==> src/rtl/remote_cmd_arbiter_if.sv <==
// Bundle between the remote-command arbiter, its requesters and the UART command link.
// The slave modport is the arbiter side; the master modport is the requester/link side.
interface remote_cmd_arbiter_if #(
    parameter int NUM_REQ = 2
);
    logic [NUM_REQ-1:0]    req;
    logic [16*NUM_REQ-1:0] req_cmd;
    logic [NUM_REQ-1:0]    gnt;
    logic [NUM_REQ-1:0]    done;
    logic [7:0]            resp_out;
    logic                  timeout;
    logic                  snd_cmd;
    logic [15:0]           cmd;
    logic                  cmd_snt;
    logic [7:0]            resp;
    logic                  resp_rdy;

    modport slave (
        input  req, req_cmd, cmd_snt, resp, resp_rdy,
        output gnt, done, resp_out, timeout, snd_cmd, cmd
    );

    modport master (
        output req, req_cmd, cmd_snt, resp, resp_rdy,
        input  gnt, done, resp_out, timeout, snd_cmd, cmd
    );
endinterface

==> src/rtl/remote_cmd_arbiter.sv <==
// Round-robin arbiter that shares one remote command link among NUM_REQ requesters,
// running one command/response transaction at a time with a response timeout.
module remote_cmd_arbiter #(
    parameter int NUM_REQ      = 2,
    parameter int RESP_TIMEOUT = 50000
) (
    input  logic                 clk,
    input  logic                 rst_n,
    remote_cmd_arbiter_if.slave  bus_if
);
    localparam int TW = $clog2(RESP_TIMEOUT + 1);
    localparam int PW = $clog2(NUM_REQ);

    typedef enum logic [1:0] {
        IDLE      = 2'd0,
        WAIT_SNT  = 2'd1,
        WAIT_RESP = 2'd2,
        DONE      = 2'd3
    } state_t;

    state_t             state_q;
    logic [NUM_REQ-1:0] gnt_q;
    logic [NUM_REQ-1:0] done_q;
    logic [7:0]         resp_out_q;
    logic               timeout_q;
    logic               snd_cmd_q;
    logic [15:0]        cmd_q;
    logic [TW-1:0]      timer_q;
    logic [PW-1:0]      ptr_q;
    logic [PW-1:0]      cur_q;

    logic               pick_valid_s;
    logic [PW-1:0]      pick_idx_s;
    logic [PW-1:0]      idx_s;
    logic               expire_s;

    // Round-robin search: first requester at ptr+1, ptr+2, ... wrapping back to ptr.
    always_comb begin
        pick_valid_s = 1'b0;
        pick_idx_s   = '0;
        idx_s        = '0;
        for (int k = 1; k <= NUM_REQ; k++) begin
            idx_s = PW'((int'(ptr_q) + k) % NUM_REQ);
            if (!pick_valid_s && bus_if.req[idx_s]) begin
                pick_valid_s = 1'b1;
                pick_idx_s   = idx_s;
            end else begin
                pick_valid_s = pick_valid_s;
            end
        end
    end

    // >= rather than == so a timer that overran during a late cmd_snt still expires.
    assign expire_s = (timer_q >= TW'(RESP_TIMEOUT - 1));

    // Transaction FSM with all link and requester outputs registered.
    always_ff @(posedge clk or negedge rst_n) begin
        if (!rst_n) begin
            state_q    <= IDLE;
            gnt_q      <= '0;
            done_q     <= '0;
            resp_out_q <= 8'h00;
            timeout_q  <= 1'b0;
            snd_cmd_q  <= 1'b0;
            cmd_q      <= 16'h0000;
            timer_q    <= '0;
            ptr_q      <= PW'(NUM_REQ - 1);
            cur_q      <= '0;
        end else begin
            case (state_q)
                IDLE: begin
                    done_q <= '0;
                    if (pick_valid_s) begin
                        gnt_q     <= {{(NUM_REQ-1){1'b0}}, 1'b1} << pick_idx_s;
                        cur_q     <= pick_idx_s;
                        cmd_q     <= bus_if.req_cmd[{pick_idx_s, 4'b0000} +: 16];
                        snd_cmd_q <= 1'b1;
                        timer_q   <= '0;
                        state_q   <= WAIT_SNT;
                    end else begin
                        gnt_q     <= '0;
                        snd_cmd_q <= 1'b0;
                    end
                end
                WAIT_SNT: begin
                    snd_cmd_q <= 1'b0;
                    timer_q   <= timer_q + TW'(1);
                    if (bus_if.cmd_snt) begin
                        state_q <= WAIT_RESP;
                    end else if (expire_s) begin
                        resp_out_q <= 8'h00;
                        timeout_q  <= 1'b1;
                        done_q     <= gnt_q;
                        state_q    <= DONE;
                    end else begin
                        state_q <= WAIT_SNT;
                    end
                end
                WAIT_RESP: begin
                    snd_cmd_q <= 1'b0;
                    if (bus_if.resp_rdy) begin
                        resp_out_q <= bus_if.resp;
                        timeout_q  <= 1'b0;
                        done_q     <= gnt_q;
                        state_q    <= DONE;
                    end else if (expire_s) begin
                        resp_out_q <= 8'h00;
                        timeout_q  <= 1'b1;
                        done_q     <= gnt_q;
                        state_q    <= DONE;
                    end else begin
                        timer_q <= timer_q + TW'(1);
                    end
                end
                DONE: begin
                    gnt_q     <= '0;
                    done_q    <= '0;
                    snd_cmd_q <= 1'b0;
                    ptr_q     <= cur_q;
                    state_q   <= IDLE;
                end
                default: begin
                    gnt_q     <= '0;
                    done_q    <= '0;
                    snd_cmd_q <= 1'b0;
                    state_q   <= IDLE;
                end
            endcase
        end
    end

    assign bus_if.gnt      = gnt_q;
    assign bus_if.done     = done_q;
    assign bus_if.resp_out = resp_out_q;
    assign bus_if.timeout  = timeout_q;
    assign bus_if.snd_cmd  = snd_cmd_q;
    assign bus_if.cmd      = cmd_q;
endmodule

==> src/flat_wrapper.sv <==
// flat-port wrapper written by rule: the top's interface ports become plain ports
module remote_cmd_arbiter_flat 
#(
    parameter int NUM_REQ      = 2,
    parameter int RESP_TIMEOUT = 50000
)
  (clk, rst_n, bus_if_req, bus_if_req_cmd, bus_if_cmd_snt, bus_if_resp, bus_if_resp_rdy, bus_if_gnt, bus_if_done, bus_if_resp_out, bus_if_timeout, bus_if_snd_cmd, bus_if_cmd);
  remote_cmd_arbiter_if #(.NUM_REQ(NUM_REQ)) bus_if_i ();
  input  logic clk;
  input  logic rst_n;
  input wire logic [$bits(bus_if_i.req)-1:0] bus_if_req;
  input wire logic [$bits(bus_if_i.req_cmd)-1:0] bus_if_req_cmd;
  input wire logic [$bits(bus_if_i.cmd_snt)-1:0] bus_if_cmd_snt;
  input wire logic [$bits(bus_if_i.resp)-1:0] bus_if_resp;
  input wire logic [$bits(bus_if_i.resp_rdy)-1:0] bus_if_resp_rdy;
  output wire logic [$bits(bus_if_i.gnt)-1:0] bus_if_gnt;
  output wire logic [$bits(bus_if_i.done)-1:0] bus_if_done;
  output wire logic [$bits(bus_if_i.resp_out)-1:0] bus_if_resp_out;
  output wire logic [$bits(bus_if_i.timeout)-1:0] bus_if_timeout;
  output wire logic [$bits(bus_if_i.snd_cmd)-1:0] bus_if_snd_cmd;
  output wire logic [$bits(bus_if_i.cmd)-1:0] bus_if_cmd;
  assign bus_if_i.req = bus_if_req;
  assign bus_if_i.req_cmd = bus_if_req_cmd;
  assign bus_if_i.cmd_snt = bus_if_cmd_snt;
  assign bus_if_i.resp = bus_if_resp;
  assign bus_if_i.resp_rdy = bus_if_resp_rdy;
  assign bus_if_gnt = bus_if_i.gnt;
  assign bus_if_done = bus_if_i.done;
  assign bus_if_resp_out = bus_if_i.resp_out;
  assign bus_if_timeout = bus_if_i.timeout;
  assign bus_if_snd_cmd = bus_if_i.snd_cmd;
  assign bus_if_cmd = bus_if_i.cmd;
  remote_cmd_arbiter #(.NUM_REQ(NUM_REQ), .RESP_TIMEOUT(RESP_TIMEOUT)) u_core (.clk(clk), .rst_n(rst_n), .bus_if(bus_if_i));
endmodule
==> config.mk <==
export PLATFORM = sky130hd
export DESIGN_NAME = remote_cmd_arbiter_flat
export DESIGN_NICKNAME = d
export VERILOG_FILES = /design/src/rtl/remote_cmd_arbiter_if.sv /design/src/rtl/remote_cmd_arbiter.sv /design/src/flat_wrapper.sv
export SDC_FILE = /design/constraint.sdc
export NUM_CORES = 1
export LEC_CHECK = 0
export ABC_AREA = 1
export CORE_MARGIN = 2
export CORE_UTILIZATION = 48
export DETAILED_ROUTE_END_ITERATION = 12
export GPL_TIMING_DRIVEN = 0
export MAX_ROUTING_LAYER = met4
export PLACE_DENSITY = 0.87
export RECOVER_POWER = 50
export SYNTH_ARGS = -nofsm -noshare
export SYNTH_HDL_FRONTEND = slang
export SYNTH_SLANG_ARGS = --single-unit
==> constraint.sdc <==
create_clock -name clk -period 2.09 [get_ports clk]
set_input_delay 0.3135 -clock clk [delete_from_list [all_inputs] [get_ports clk]]
set_output_delay 0.3135 -clock clk [all_outputs]
set_load 0.03 [all_outputs]
==> summary.md, run 1 <==
| Metric | Value |
|---|---|
| Status | `finished clean` |
| Yosys reg bits | `50` |
| Detailed-route wire length per cell | `14.2 µm` |
| CP Launch Type | `flip-flop` |
| Worst slew pin tran | `0.969 ns` |
| Via/cell ratio | `5.28` |
| Leak | `0.00167 µW` |
| Tot Pwr | `4710 µW` |
| CP Capture Type | `flip-flop` |
| Iteration-0 DRC Markers | `143` |
| Port Buffers | `75` |
| Fin crit share | `92.8%` |
| Largest net degree at the start of global routing | `34` |
| Async set-reset flop share out of synthesis | `100%` |
| Util after Layout | `67.3%` |
| EDFF count, synth | `0` |
| Min-Delay Path Class | `flip-flop to flip-flop` |
| Net Count, Synth | `411` |
| CTS root buffer | `clkbuf_8` |
| CP max FO | `10` |
| WS Path Type | `flip-flop to flip-flop` |
| Vias in the first global route | `between 2000 and 3000` |
| Hold Vio Cnt, Final | `0` |
| Maxcap violations | `0` |
| First-pass GRT wire length | `12300 µm` |
| Worst Setup SP | `u_core.state_q[0]` |
| Worst EP required | `2.28 ns` |
| # setup viols final | `0` |
| Synth top area share | `44.5%` |
| Die footprint | `6360 µm²` |
| Post-route DRC | `0` |
| Rows | `27` |
| Hold Startpoint | `u_core.bus_if.cmd[12]` |
| Remaining global-route overflow | `0` |
| Maximum VDD drop | `0.623 mV` |
| Slew headroom | `35.4%` |
| Die Span X | `79.8 µm` |
| I/O pins | `76` |
| Mapped cell area | `roughly 2800 µm²` |
| Pre-CTS setup slack | `-0.0102 ns` |
| RSZ-0062 raised after global routing | `false` |
| CTS sink count | `50` |
| Die height | `79.8 µm` |
| Library cells used by synthesis | `31` |
| Layout Nets | `about 500` |
| Final clock skew | `around 0.0055 ns` |
| Final RePlAce weighted congestion | `0.889` |
| CTS tree | `yes` |
| Syn Inst Count | `around 360` |
| Final Max Tran Viols | `0` |
| Leading area contributor after synthesis | `dfrtp_1` |
| H-tree Lvls | `2` |
| Highest clock rate | `516 MHz` |
| Initial cell density of the core | `49.8%` |
| ANT nets after route | `0` |
| Placeable Area | `5540 µm²` |
| Tmin final | `1.94 ns` |
| Total GRT Usage | `25.2%` |
| Most frequent cells in the layout | `nand2_1 (85), nor2_1 (65), clkdlybuf4s50_1 (62), dfrtp_1 (49), inv_1 (28)` |
| Num CTS Buffers | `5` |
| Final HPWL from detailed placement | `5530 µm` |
| Max Buffers Root-to-Sink | `2` |
| Worst skew pair latency | `0.30 ns` |
| Arrival @ worst endpoint | `2.13 ns` |
| Share of cells above drive strength 1 | `7.45%` |
| Fin worst setup slack | `0.150 ns` |
| Routed WL | `7340 µm` |
| Synth area leaders | `dfrtp_1 (44%), nand2_1 (12%), nor2_1 (8.9%)` |
| Clock transition at path regs | `0.09 ns` |
| ANT cells | `0` |
| 1st-pass router iterations | `4` |
| Synth Area per Inst | `7.70 µm²` |
| Most common cell after layout, fill and taps aside | `nand2_1` |
| Setup Buffers After CTS | `0` |
| Post-synth top flop | `dfrtp_1` |
| Area delta synth->final | `35.2%` |
| PwrDens | `1260 nW/µm²` |
| Synth warn | `0` |
| Seq/Total Area, Yosys | `45.4%` |
| Vias | `2720` |
| Initial antenna violation count | `0` |
| R2r startpoint | `u_core.state_q[0]` |
[registers in the layout, indices dropped and copies added (netlist names), named ones only]
signal                  flops
u_core.bus_if.cmd          16
u_core.timer_q             16
u_core.bus_if.resp_out      8
u_core.bus_if.done          2
u_core.bus_if.gnt           2
u_core.bus_if.snd_cmd       1
u_core.bus_if.timeout       1
u_core.cur_q                1
u_core.ptr_q                1
u_core.state_q              1
[layout make-up]
cell class,count,area (µm²)
clock buffers,7,76.3
fillers,460,1810
well taps,72,90.1
multi-input cells,268,1340
clock inverters,1,30.0
plain buffers,9,55.1
repair buffers,77,762
inverters,31,116
flip-flops and latches,50,1250
[worst max-delay path, stage by stage (launching register included)]
cell and delay (ns):
dfrtp_1 0.49, inv_1 0.13, ha_1 0.27, nand2_1 0.12
inv_1 0.05, nor3_1 0.30, nand2_4 0.16, buf_6 0.18
nand2_1 0.05, o21ai_0 0.07
[per-layer routing]
metal	part of all wire (%)	up-vias	wire length (µm)	GRT usage, %
met1	42	1292	3100	31.8
met5	0	-	0	-
met2	51	74	3770	42.1
met3	4.8	14	350	4.07
li1	-	1340	-	-
met4	1.6	0	118	7.29
[metrics by stage]
| stage | std cells | hold WS, ns | TNS, ns | cell area (µm²) |
|---|---|---|---|---|
| 2_1_floorplan | 358 | 0.0179 | 0 | 2760 |
| 3_3_place_gp | 505 | 0.465 | -36.21 | 3600 |
| 3_5_place_dp | 506 | 0.276 | -0.0102 | 3610 |
| 4_1_cts | 515 | 0.482 | 0 | 3730 |
| 5_1_grt | 515 | 0.508 | 0 | 3730 |
| 6_report | 515 | 0.486 | 0 | 3730 |
[cells in the mapped netlist (2+ instances only)]
| cell | n |
|---|---|
| o21ai_2 | 5 |
| or2_2 | 6 |
| nor3_1 | 2 |
| nand4_1 | 3 |
| nand2_1 | 85 |
| o21ai_0 | 23 |
| o31ai_1 | 16 |
| nor2_1 | 65 |
| ha_1 | 7 |
| dfrtp_1 | 49 |
| clkinv_1 | 2 |
| nand2_2 | 2 |
| nand3_1 | 26 |
| inv_1 | 28 |
| xor2_1 | 4 |
| clkbuf_1 | 6 |
| nand3_2 | 3 |
| a21oi_1 | 13 |
[kinds of logic (layout without fill, tap and decap cells)]
kind of cell    count (synthesis)  in the layout  synth area share (%)
simple gates                  195            195                  30.0
compound gates                 61             61                  13.5
flops                          50             50                  45.4
buf+inv                        40            125                  6.17
fa+ha+maj                       7              7                  3.18
xor+xnor                        4              4                  1.27
mux                             1              1                 0.409
[final timing paths]
check | cells after the start | slack [ns] | endpoint
min in group asynchronous | 2 | 0.69 | u_core.timer_q[8]
worst min register to register | 2 | 0.49 | u_core.bus_if.cmd[12]
worst min-delay path | 2 | 0.49 | u_core.bus_if.cmd[12]
worst max-delay path | 9 | 0.15 | u_core.timer_q[15]
worst max register to register | 9 | 0.15 | u_core.timer_q[15]
max in group asynchronous | 3 | 0.31 | u_core.bus_if.gnt[1]
[where the power goes]
| group | internal [µW] | switching [µW] |
|---|---|---|
| clock network | 359 | 325 |
| logic | 930 | 1570 |
| registers | 1310 | 219 |
[timing repair]
| action | CTS | global route |
|---|---|---|
| hold buffers | 1 | 0 |
| endpoints found under the setup margin | 1 | 1 |
| pin swaps | 0 | 0 |
| hold endpoints to repair | 16 | 0 |
| resized for setup | 1 | 2 |
Note: power is estimated with default switching activity, not from simulation.
==> run 2, diff against run 1 <==
- CORE_MARGIN: 2 -> 4
==> summary.md, run 2 (synthesis results as in run 1) <==
| Metric | Value |
|---|---|
| FILL cells | `453 (-1.5%)` |
| Area delta synth->final | `34.9%` |
| Critical path endpoint | `u_core.timer_q[15]` |
| Worst EP required | `2.28 ns (about the same)` |
| Worst reg2reg setup slack | `0.18 ns (+0.03 ns)` |
| Most common cell after layout, fill and taps aside | `nand2_1` |
| Bufs and invs on worst path | `3 (unchanged)` |
| Rows | `27 (unchanged)` |
| Arrival @ worst endpoint | `2.10 ns (-0.03 ns)` |
| Iteration-0 DRC Markers | `155 (+8.4%)` |
| Final HPWL from detailed placement | `5490 µm (-0.74%)` |
| CP cell instances | `inv_1, ha_1, nand2_1, inv_1, nor3_1, nand2_4, buf_6, nand2_1, o21ai_0` |
| Highest clock rate | `523 MHz (+1.5%)` |
| 1st-pass router iterations | `4 (unchanged)` |
| H-tree Lvls | `2 (unchanged)` |
| Hold Vio Cnt, Final | `0 (unchanged)` |
| Status | `finished clean` |
| I/O pins | `76 (unchanged)` |
| Maxcap violations | `0 (unchanged)` |
| CTS root buffer | `clkbuf_8` |
| Remaining global-route overflow | `0 (unchanged)` |
| Detailed-route wire length per cell | `14.2 µm (-0.44%)` |
| Min-Delay Path Class | `flip-flop to flip-flop` |
| Dpl cells | `506 (unchanged)` |
| Largest net degree at the start of global routing | `30 (-12%)` |
| Post-route DRC | `0 (unchanged)` |
| Share of cells above drive strength 1 | `7.67% (+0.23 points)` |
| Vias in the first global route | `2682 (+1.1%)` |
| Met2 usage | `38.0% (-4.1 points)` |
| PwrDens | `1240 nW/µm² (-1.9%)` |
| CP Capture Type | `flip-flop` |
| Via/cell ratio | `5.28 (-0.11%)` |
| Placeable Area | `5540 µm² (unchanged)` |
| Initial cell density of the core | `49.8% (unchanged)` |
| CP Launch Type | `flip-flop` |
| R2r startpoint | `u_core.state_q[0]` |
| Vias | `2717 (-0.11%)` |
| Final Max Tran Viols | `0 (unchanged)` |
| Worst slew pin tran | `1.22 ns (+0.248 ns)` |
| RSZ-0062 raised after global routing | `false` |
| R2r endpoint | `u_core.timer_q[15]` |
| Worst Setup SP | `u_core.state_q[0]` |
| Setup Buffers After CTS | `0 (unchanged)` |
| CTS sink count | `50 (unchanged)` |
| Num CTS Buffers | `5 (unchanged)` |
| ANT nets after route | `0 (unchanged)` |
| Top cell family by delay on the critical path | `simple AND/OR/NAND/NOR gates` |
| Fin Hold WS | `0.491 ns (+0.00544 ns)` |
| Tmin final | `1.91 ns (-0.0280 ns)` |
| Final Cell Area | `3720 µm² (-0.23%)` |
| ANT cells | `0 (unchanged)` |
| M1 GR Usage | `26.3% (-5.5 points)` |
| Final std cells w/o fill | `515 (unchanged)` |
| First-pass GRT wire length | `12600 µm (+2.6%)` |
| Leak | `0.00166 µW (-0.32%)` |
| Final RePlAce weighted congestion | `0.922 (+3.8%)` |
| Most heavily used metal layer in global routing | `met2` |
| Layout Nets | `495 (unchanged)` |
| WS Path Type | `flip-flop to flip-flop` |
| # setup viols final | `0 (unchanged)` |
| Tot Pwr | `4610 µW (-2.1%)` |
| Fin crit share | `91.5% (-1.3 points)` |
| Port Buffers | `75 (unchanged)` |
| Most frequent cells in the layout | `nand2_1 (85), nor2_1 (65), clkdlybuf4s50_1 (62), dfrtp_1 (49), inv_1 (28)` |
| Die Span X | `83.8 µm (+5.0%)` |
| Clock transition at path regs | `0.09 ns (about the same)` |
| CP max FO | `10 (unchanged)` |
| Max incr delay on CP | `0.48 ns (about the same)` |
| Cell count along the critical path | `9 (unchanged)` |
| Die footprint | `7020 µm² (+10%)` |
| Final clock skew | `0.00680 ns (+0.00130 ns)` |
| Area post-placement | `3610 µm² (unchanged)` |
| GRT met3 Usage | `3.95% (-0.12 points)` |
| Die height | `83.8 µm (+5.0%)` |
| CTS tree | `yes` |
| Initial antenna violation count | `0 (unchanged)` |
| CP max-delay cell | `dfrtp_1` |
| Maximum VDD drop | `0.589 mV (-5.5%)` |
| Max Buffers Root-to-Sink | `2 (unchanged)` |
| Total GRT Usage | `22.4% (-2.7 points)` |
| R2R depth | `9 (unchanged)` |
| Worst skew pair latency | `0.31 ns (about the same)` |
| Routed WL | `7310 µm (-0.44%)` |
| Slew headroom | `18.9% (-17 points)` |
| Min-Delay Path Depth | `2 (unchanged)` |
-- run 2: changes by cell type in the layout (fill, tap and decap cells not counted), sizes merged --
cell      change
buf           +1
bufinv        -1
clkbuf        -2
clkinv        +1
clkinvlp      +1
-- run 2: metal layers --
metal | share of wire, % | up-vias
met5 | 0 | -
met2 | 52 | 82
met4 | 2.7 | 0
met1 | 41 | 1281
met3 | 4.4 | 14
li1 | - | 1340
-- run 2: final cells by class --
type                       instances  area (µm²)  area share (%)
multi-input combinational        268        1330            35.9
sequential                        50        1250            33.7
timing repair buffer              77         774            20.8
inverter                          31         116            3.13
tap                               72        90.1            2.42
clock buffer                       6        82.6            2.22
buffer                             9        55.1            1.48
clock inverter                     2        12.5           0.337
-- run 2: how the worst min path moves through the flow --
stage	endpoint	slack, ns	from
6_report	u_core.bus_if.cmd[0]	0.49	u_core.bus_if.cmd[0]
5_1_grt	u_core.bus_if.cmd[0]	0.51	u_core.bus_if.cmd[0]
4_1_cts	u_core.bus_if.cmd[0]	0.49	u_core.bus_if.cmd[0]
3_5_place_dp	u_core.bus_if.cmd[7]	0.31	rst_n
3_3_place_gp	u_core.bus_if.cmd[1]	0.46	u_core.bus_if.cmd[1]
2_1_floorplan	async pin	0.02	rst_n
-- run 2: stage by stage --
| stage | setup slack [ns] | setup TNS (ns) | util (%) |
|---|---|---|---|
| after floorplan | 0.416 | 0 | - |
| after global placement | -0.757 | -37.24 | 64.9 |
| after detailed placement | 0.0939 | 0 | 65.2 |
| after CTS | 0.0692 | 0 | 67.1 |
| after global routing | 0.00674 | 0 | 67.1 |
| final | 0.178 | 0 | 67.1 |
-- run 2: worst min-delay path, cell delays in order, from the launching register on --
cell and delay (ns):
dfrtp_1 0.35, nand2_1 0.05, o31ai_1 0.06
-- run 2: report_power, final --
part	total [µW]	switching [µW]	internal, µW	leakage [µW]
Combinational	2490	1560	931	0.000988
Clock	598	332	267	0.0000472
Sequential	1520	212	1310	0.000625
Total	4610	2100	2510	0.00166
-- run 2: what timing repair did --
action	in CTS	in global routing
gates resized for setup	0	2
hold buffers	1	0
endpoints found under the hold margin	21	0
setup endpoints to repair	0	8
==> run 3, diff against run 2 <==
- CORE_MARGIN: 4 -> unset
==> summary.md, run 3 (synthesis results as in run 1) <==
| Metric | Value |
|---|---|
| Status | `finished clean` |
| Pre-CTS setup slack | `0.103 ns (+0.00912 ns)` |
| CP max FO | `10 (unchanged)` |
| Routed WL | `6930 µm (-5.1%)` |
| Final Cell Area | `3730 µm² (+0.40%)` |
| Sequential share of power | `32.5% (-0.5 points)` |
| Min-Delay Path Depth | `2 (unchanged)` |
| Combinational share of power | `54.0% (about the same)` |
| Remaining global-route overflow | `0 (unchanged)` |
| Bufs and invs on worst path | `2 (-1)` |
| WS Path Type | `flip-flop to flip-flop` |
| Net Sw Power | `2120 µW (+0.65%)` |
| Area post-placement | `3610 µm² (unchanged)` |
| Clock power frac | `13.6% (+0.6 points)` |
| Worst reg2reg setup slack | `0.18 ns (about the same)` |
| R2r startpoint | `u_core.state_q[0]` |
| CTS tree | `yes` |
| Initial antenna violation count | `0 (unchanged)` |
| Final HPWL from detailed placement | `5140 µm (-6.4%)` |
| Vias in the first global route | `2565 (-4.4%)` |
| CP cell instances | `inv_1, ha_1, clkbuf_1, nand3_1, o21ai_2` |
| Fin worst setup slack | `0.184 ns (+0.00540 ns)` |
| Final Max Tran Viols | `0 (unchanged)` |
| Switch share | `45.4% (-0.23 points)` |
| Util after Layout | `67.8% (+0.68 points)` |
| Total GRT Usage | `24.8% (+2.3 points)` |
| Iteration-0 DRC Markers | `147 (-5.2%)` |
| Leak | `0.00167 µW (+0.64%)` |
| Highest clock rate | `525 MHz (+0.28%)` |
| Final std cells w/o fill | `515 (unchanged)` |
| Final clock skew | `0.00541 ns (-0.00139 ns)` |
| Worst slew pin tran | `1.34 ns (+0.127 ns)` |
| Num CTS Buffers | `5 (unchanged)` |
| Final RePlAce weighted congestion | `0.897 (-2.7%)` |
| Tmin final | `1.91 ns (-0.00540 ns)` |
| Die height | `77.8 µm (-7.2%)` |
| 1st-pass router iterations | `4 (unchanged)` |
| Placeable Area | `5510 µm² (-0.61%)` |
| Maxcap violations | `0 (unchanged)` |
| H-tree Lvls | `2 (unchanged)` |
| Dpl cells | `506 (unchanged)` |
| Detailed-route wire length per cell | `13.5 µm (-5.1%)` |
| Worst hold endpoint | `u_core.bus_if.cmd[6]` |
| Arrival @ worst endpoint | `2.15 ns (+0.05 ns)` |
| Initial cell density of the core | `50.1% (+0.31 points)` |
| PwrDens | `1250 nW/µm² (+0.76%)` |
| CP max-delay cell | `dfrtp_1` |
| Most frequent cells in the layout | `nand2_1 (85), nor2_1 (65), clkdlybuf4s50_1 (61), dfrtp_1 (49), inv_1 (28)` |
| Tot Pwr | `4660 µW (+1.2%)` |
| I/O pins | `76 (unchanged)` |
| CTS root buffer | `clkbuf_8` |
| RSZ-0062 raised after global routing | `false` |
| R2r endpoint | `u_core.timer_q[7]` |
| Area delta synth->final | `35.4%` |
| Hold Startpoint | `u_core.bus_if.cmd[6]` |
| R2R depth | `5 (-4)` |
| Setup Buffers After CTS | `0 (unchanged)` |
| Power Internal | `2550 µW (+1.6%)` |
| Vias | `2665 (-1.9%)` |
| ANT cells | `0 (unchanged)` |
| Largest net degree at the start of global routing | `28 (-6.7%)` |
| Min-Delay Path Class | `flip-flop to flip-flop` |
| Max Buffers Root-to-Sink | `2 (unchanged)` |
| Clock transition at path regs | `0.09 ns (about the same)` |
| Worst EP required | `2.33 ns (+0.05 ns)` |
| Die Span X | `77.8 µm (-7.2%)` |
| Port Buffers | `75 (unchanged)` |
| CTS sink count | `50 (unchanged)` |
| Worst skew pair latency | `0.31 ns (about the same)` |
| Top cell family by delay on the critical path | `buffers and inverters` |
| Layout Nets | `495 (unchanged)` |
| Via/cell ratio | `5.17 (-1.9%)` |
| Max incr delay on CP | `0.48 ns (about the same)` |
| Die footprint | `6050 µm² (-14%)` |
| CP Launch Type | `flip-flop` |
| ANT nets after route | `0 (unchanged)` |
| Post-route DRC | `0 (unchanged)` |
| Most common cell after layout, fill and taps aside | `nand2_1` |
| Fin crit share | `91.2% (-0.26 points)` |
| Maximum VDD drop | `0.575 mV (-2.2%)` |
| # setup viols final | `0 (unchanged)` |
| CP Capture Type | `flip-flop` |
| Share of cells above drive strength 1 | `7.90% (+0.23 points)` |
| First-pass GRT wire length | `11500 µm (-9.1%)` |
| Slew headroom | `10.4% (-8.5 points)` |
| Rows | `27 (unchanged)` |
| Hold Vio Cnt, Final | `0 (unchanged)` |
run 3: how the worst max path moves through the flow:
stage	endpoint	cells past startpoint	from	slack (ns)
global placement	u_core.timer_q[0]	1	rst_n	-0.75
floorplan	u_core.timer_q[15]	9	u_core.state_q[0]	0.42
finish	u_core.timer_q[7]	5	u_core.state_q[0]	0.18
global route	u_core.bus_if.resp_out[1]	7	u_core.state_q[0]	0.05
CTS	u_core.bus_if.resp_out[1]	7	u_core.state_q[0]	0.08
detailed placement	u_core.bus_if.resp_out[1]	7	u_core.state_q[0]	0.10
run 3: routing by layer:
layer	track usage, %	vias to the layer above	wire length, µm
met5	-	-	0
met4	7.74	0	87
met3	3.41	7	226
met2	43.3	59	3520
met1	29.5	1266	3090
li1	-	1333	-
run 3: cell type report:
class | count | area [µm²]
well taps | 72 | 90.1
flip-flops and latches | 50 | 1250
inverters | 31 | 116
clock inverters | 1 | 8.76
plain buffers | 9 | 55.1
repair buffers | 77 | 774
clock buffers | 7 | 96.3
fillers | 449 | 1770
multi-input cells | 268 | 1340
run 3: repair_timing:
item | 4_1_cts | 5_1_grt
gates resized for setup | 0 | 3
endpoints found under the setup margin | 0 | 9
hold buffers | 1 | 0
hold endpoints to repair | 4 | 0
run 3: power by group through the flow:
| stage | clock [µW] | sequential, µW | combinational (µW) |
|---|---|---|---|
| CTS | 651 | 1520 | 2550 |
| floorplan | 0 | 2050 | 1030 |
| global route | 690 | 1560 | 2720 |
| finish | 632 | 1510 | 2520 |
| global placement | 0 | 1520 | 2460 |
| detailed placement | 0 | 1540 | 2540 |
run 3: stage by stage:
stage / setup TNS (ns) / hold WS [ns]
after floorplan: 0 / 0.0179
after global placement: -37.02 / 0.465
after detailed placement: 0 / 0.334
after CTS: 0 / 0.493
after global routing: 0 / 0.515
final: 0 / 0.481
run 3: worst reg2reg max path, cell delays in order, from the launching register on:
cell and delay, ns:
dfrtp_1 0.48, inv_1 0.15, ha_1 0.38, clkbuf_1 0.48, nand3_1 0.19, o21ai_2 0.17
